===== src/rtl/mem_port_arbiter.sv =====
// mem_port_arbiter: round-robin arbiter sharing one single-port byte memory between a 16-bit fetch port and a byte data port
//   clk, resetN                       : clock, asynchronous active-low reset
//   ifReq/ifAddr -> ifAck/ifData      : fetch request (held until ack), returns {MEM[a+1], MEM[a]}
//   dReq/dWe/dAddr/dWData -> dAck/dRData : data read or write of one byte
//   memAddress/memWriteData/memWriteEnable, memReadData : shared memory with combinational read
//   busy                              : high while an access is in progress
module mem_port_arbiter #(
    parameter int ADDR_W = 16
) (
    input  logic              clk,
    input  logic              resetN,
    input  logic              ifReq,
    input  logic [ADDR_W-1:0] ifAddr,
    output logic              ifAck,
    output logic [15:0]       ifData,
    input  logic              dReq,
    input  logic              dWe,
    input  logic [ADDR_W-1:0] dAddr,
    input  logic [7:0]        dWData,
    output logic              dAck,
    output logic [7:0]        dRData,
    output logic [ADDR_W-1:0] memAddress,
    output logic [7:0]        memWriteData,
    output logic              memWriteEnable,
    input  logic [7:0]        memReadData,
    output logic              busy
);
    typedef enum logic [2:0] {IDLE, IF_LO, IF_HI, D_RD, D_WR} state_t;
    state_t state, state_nxt;
    logic if_elig, d_elig, grant_if, grant_d, last_d;
    // a port whose ack is still high this cycle is finishing, not re-requesting
    always_comb begin
        if_elig   = ifReq && !ifAck;
        d_elig    = dReq && !dAck;
        grant_if  = (state == IDLE) && if_elig && (!d_elig || last_d);
        grant_d   = (state == IDLE) && d_elig && !grant_if;
        state_nxt = grant_if ? IF_LO :
                    grant_d ? (dWe ? D_WR : D_RD) :
                    (state == IF_LO) ? IF_HI : IDLE;
    end
    always_ff @(posedge clk or negedge resetN)
        if (!resetN)
            state <= IDLE;
        else
            state <= state_nxt;
    assign memWriteEnable = (state == D_WR);
    assign busy           = (state != IDLE);
    // memAddress doubles as the latched request address and steps to addr+1 for the high fetch byte
    always_ff @(posedge clk or negedge resetN)
        if (!resetN) begin
            ifAck        <= 1'b0;
            dAck         <= 1'b0;
            ifData       <= '0;
            dRData       <= '0;
            memAddress   <= '0;
            memWriteData <= '0;
            last_d       <= 1'b1;
        end else begin
            ifAck <= (state == IF_HI);
            dAck  <= (state == D_RD) || (state == D_WR);
            if (grant_if) begin
                memAddress <= ifAddr;
                last_d     <= 1'b0;
            end
            if (grant_d) begin
                memAddress <= dAddr;
                last_d     <= 1'b1;
                if (dWe)
                    memWriteData <= dWData;
            end
            if (state == IF_LO) begin
                ifData[7:0] <= memReadData;
                memAddress  <= memAddress + ADDR_W'(1);
            end
            if (state == IF_HI)
                ifData[15:8] <= memReadData;
            if (state == D_RD)
                dRData <= memReadData;
        end
endmodule


===== config.mk =====
export PLATFORM = sky130hd
export DESIGN_NAME = mem_port_arbiter
export DESIGN_NICKNAME = d
export VERILOG_FILES = /design/src/rtl/mem_port_arbiter.sv
export SDC_FILE = /design/constraint.sdc
export NUM_CORES = 1
export LEC_CHECK = 0
export ABC_CLOCK_PERIOD_IN_PS = 1650
export CORE_ASPECT_RATIO = 0.6
export CORE_MARGIN = 8
export CORE_UTILIZATION = 37
export CTS_CLUSTER_DIAMETER = 150
export CTS_CLUSTER_SIZE = 40
export DETAILED_ROUTE_END_ITERATION = 7
export GPL_TIMING_DRIVEN = 0
export HOLD_SLACK_MARGIN = 0.05
export PLACE_DENSITY = 0.72
export SETUP_SLACK_MARGIN = 0.5
export SYNTH_ARGS = -nofsm -noshare
export SYNTH_HDL_FRONTEND = slang
export SYNTH_SLANG_ARGS = --single-unit

===== constraint.sdc =====
create_clock -name clk -period 1.65 [get_ports clk]
set_clock_uncertainty 0.05 [all_clocks]
set_input_delay 0.33 -clock clk [delete_from_list [all_inputs] [get_ports clk]]
set_output_delay 0.33 -clock clk [all_outputs]
set_load 0.01 [all_outputs]

==> flow_summary_export.csv <==
group,metric,value,unit
sta,finalSetupTns,-2.50,ns
setup_path,max_stage_delay,0.40,ns
sta,period_share,1.10,
pwr,peakVddDrop,0.00116,V
floorplan,die_x,123,um
sta,hold_ws,-0.0377,ns
sta,setup_ws,-0.162,ns
routing,routedWlPerCell,21.8,um
sta,min_period,1.81,ns
routing,route.met3.wl,1300,um
floorplan,rows,23,
layout,drive_gt1_frac,0.597,
sta,setup_viol,35,
routing,wl_met1,4610,um
yosys,syn_nets,285,
layout,final_nets,495,
clock_network,cts-htree-levels,2,
clock_network,clock_latency,0.30,ns
clock_network,clock_sinks,54,
yosys,synth_cells,231,
sta,fmax,552,MHz
yosys,synth-edff-count,0,
setup_path,r2r_end,"memAddress[7]",
routing,highest_layer,"met4",
placement,numPortBuffers,104,
yosys,synth_seq_cells,54,
yosys,synth-adder-area-share,0.00490,
yosys,netlist_area,2550,um2
sta,worstMarginPinSlew,0.558,ns
layout,fillers,385,
setup_path,reg2reg_from,"state[1]",
routing,drtIter0Drc,231,
pwr,cellLeakagePower,2.41,nW
routing,via_per_inst,5.46,
routing,wirelength,11600,um
placement,dpl.hpwl,6260,um
sta,rsz0062_at_grt,"true",
global_routing,grt_pass1_vias,2915,
setup_path,cp_common_cell,"buf_6",
global_routing,antenna_found_initial,1,
hold_path,min_path_type,"in -> async",
yosys,synth-xor-area-share,0.0206,
sta,final_hold_viol_count,20,
yosys,yosys.area_share.simple,0.187,
yosys,ys_async_sr_fraction,1.00,
pwr,p_per_area,2150,nW/um2
global_routing,grt_pass1_wl,15700,um
setup_path,setup.worst_path.start_class,"flip-flop",
outcome,status,"complete, but fails checks",
sta,relSlewSlack,0.628,
setup_path,required,1.81,ns
global_routing,grt_usage,0.205,
floorplan,floorplan.die_area,9900,um2
routing,drc,0,
setup_path,cp.arrival,1.98,ns
global_routing,overflow,0,
yosys,synth-main-ff-cell,"dfrtp_1",
layout,layout-area-overhead-vs-synth,108,%
setup_path,worstPathCellList,"buf_6 -> or3b_4 -> buf_8 -> buf_6 -> buf_6 -> nor3_2 -> nor2_1 -> o22ai_1",
yosys,synth.avg_cell_area,11.0,um2
setup_path,critPathSlowestCell,"or3b_4",
clock_network,cts_tree,"built",
clock_network,clockBufferDepth,2,
routing,drt_first_pass_iters,4,
floorplan,initial_core_util,0.382,
clock_network,numCtsBuffers,5,
placement,gp_congestion,0.786,
yosys,yosysSeqAreaShare,0.530,
yosys,synth_compound_area_frac,0.125,
routing,vias,2894,
yosys,synth_top_family_by_area,"simple AND/OR/NAND/NOR gates",
setup_path,critPathKind,"reg -> reg",
setup_path,crit_path_end_kind,"flip-flop",
setup_path,path_max_fanout,6,
run,drv_cap,0,
setup_path,rrSetupSlack,-0.16,ns
yosys,synth.distinct_cells,47,
floorplan,die_h,80.3,um
global_routing,grt_max_degree,35,
yosys,ys_warn_count,0,
sta,drv_slew,0,
floorplan,io_pins,105,
yosys,synth_mux_area_frac,0.114,
clock_network,clk_pin_slew,0.08,ns
routing,met2_wirelength,5400,um
routing,postRouteAntennaNets,0,
setup_path,reg2regPathDepth,8,
floorplan,placeableCoreArea,6680,um2
clock_network,cts_root_buf,"clkbuf_16",
outcome,failed_checks,"negative hold slack, negative setup slack",
==> metal layers <==
metal  vias up  GRT usage
li1       1284          -
met2       153      0.316
met3        29     0.0735
met4         0     0.0418
met5         -          0
met1      1428      0.271
==> cell usage in the layout (no fill, tap or decap), types with 5 or more instances in the layout <==
master           instances
nand2_4                  7
nor3_2                   5
a22oi_1                  6
nand2_1                 22
dfrtp_1                 43
mux2_4                  17
buf_6                   64
dfrtp_2                 10
clkdlybuf4s50_1         49
xnor2_1                  6
mux2_2                   7
nand2_2                  7
buf_4                   63
buf_2                   17
clkbuf_16               10
nor3_1                   5
nor3_4                   5
==> through the flow <==
step / util / cells / setup slack, ns / instance area (um2) / total power [mW]
floorplan: - / 231 / 0.0531 / 2730 / 4.83
global placement: 0.581 / 422 / -1.74 / 3880 / 6.79
detailed placement: 0.583 / 423 / -0.438 / 3890 / 6.89
CTS: 0.721 / 500 / -0.126 / 4810 / 9.75
global route: 0.794 / 530 / -0.218 / 5300 / 11.9
finish: 0.794 / 530 / -0.162 / 5300 / 11.4
==> logic make-up (layout without fill, tap and decap cells) <==
group,after synthesis,in the layout
fa+ha+maj,1,1
flops,54,54
simple gates,89,90
mux,26,26
other cells,0,1
xor+xnor,6,6
compound gates,45,45
buf+inv,10,220
==> power by group <==
part / switching [mW] / internal [mW] / total, mW
logic: 3.30 / 4.39 / 7.69
registers: 0.598 / 2.02 / 2.62
clock network: 0.526 / 0.565 / 1.09
==> cell usage after synthesis (3+ instances only) <==
library cell  instances  area [um2]
a211oi_1              3        22.5
nand3_1               6        30.0
inv_1                 3        11.3
nand2b_1              4        25.0
o22ai_1               3        18.8
dfrtp_1              53        1330
clkbuf_1              4        15.0
nor3b_1               3        22.5
nor4_1                3        18.8
nand2_1              35         131
nand4_1               3        18.8
a21oi_1               7        35.0
mux2_2               23         259
o21ai_0               8        40.0
nor3_1               14        70.1
nor2_1                6        22.5
a221oi_1              3        26.3
xnor2_1               6        52.6
a22oi_1               8        60.1
==> area by class of cell <==
type | instances | area (um2) | area share
inverters | 3 | 11.3 | 0.00212
diodes | 1 | 2.50 | 0.000472
clock buffers | 5 | 125 | 0.0236
well taps | 87 | 109 | 0.0205
multi-input cells | 168 | 1610 | 0.304
plain buffers | 7 | 131 | 0.0248
clock inverters | 3 | 21.3 | 0.00401
flip-flops and latches | 54 | 1370 | 0.257
repair buffers | 202 | 1930 | 0.363
==> worst max-delay path by stage <==
stage                         from         endpoint  slack, ns  depth (start not counted)
after detailed placement      dReq  memWriteData[4]      -0.44                          6
after global placement      resetN         state[2]      -1.74                          1
after global routing      state[1]    memAddress[5]      -0.22                          7
after floorplan           state[1]    memAddress[9]       0.05                          6
final                     state[1]    memAddress[7]      -0.16                          8
after CTS                 state[1]             busy      -0.13                          5
==> critical path, delay by kind of cell, from the launching register on <==
family	cells	cell delay, ns
simple gates	3	0.63
buf+inv	4	0.53
flops	1	0.38
compound gates	1	0.13
==> registers in the layout, indices dropped and copies added, names as in the netlist <==
| register | flops |
|---|---|
| dAck | 1 |
| dRData | 8 |
| memWriteData | 8 |
| memAddress | 16 |
| ifAck | 1 |
| state | 3 |
| ifData | 16 |
| last_d | 1 |
==> timing repair <==
item	in CTS	in global routing
setup endpoints to repair	105	106
resized for setup	312	51
buffers inserted	66	27
cloned	3	2
hold endpoints to repair	20	20
pin swaps	32	11
No activity file was read; power rests on OpenSTA's default activity.
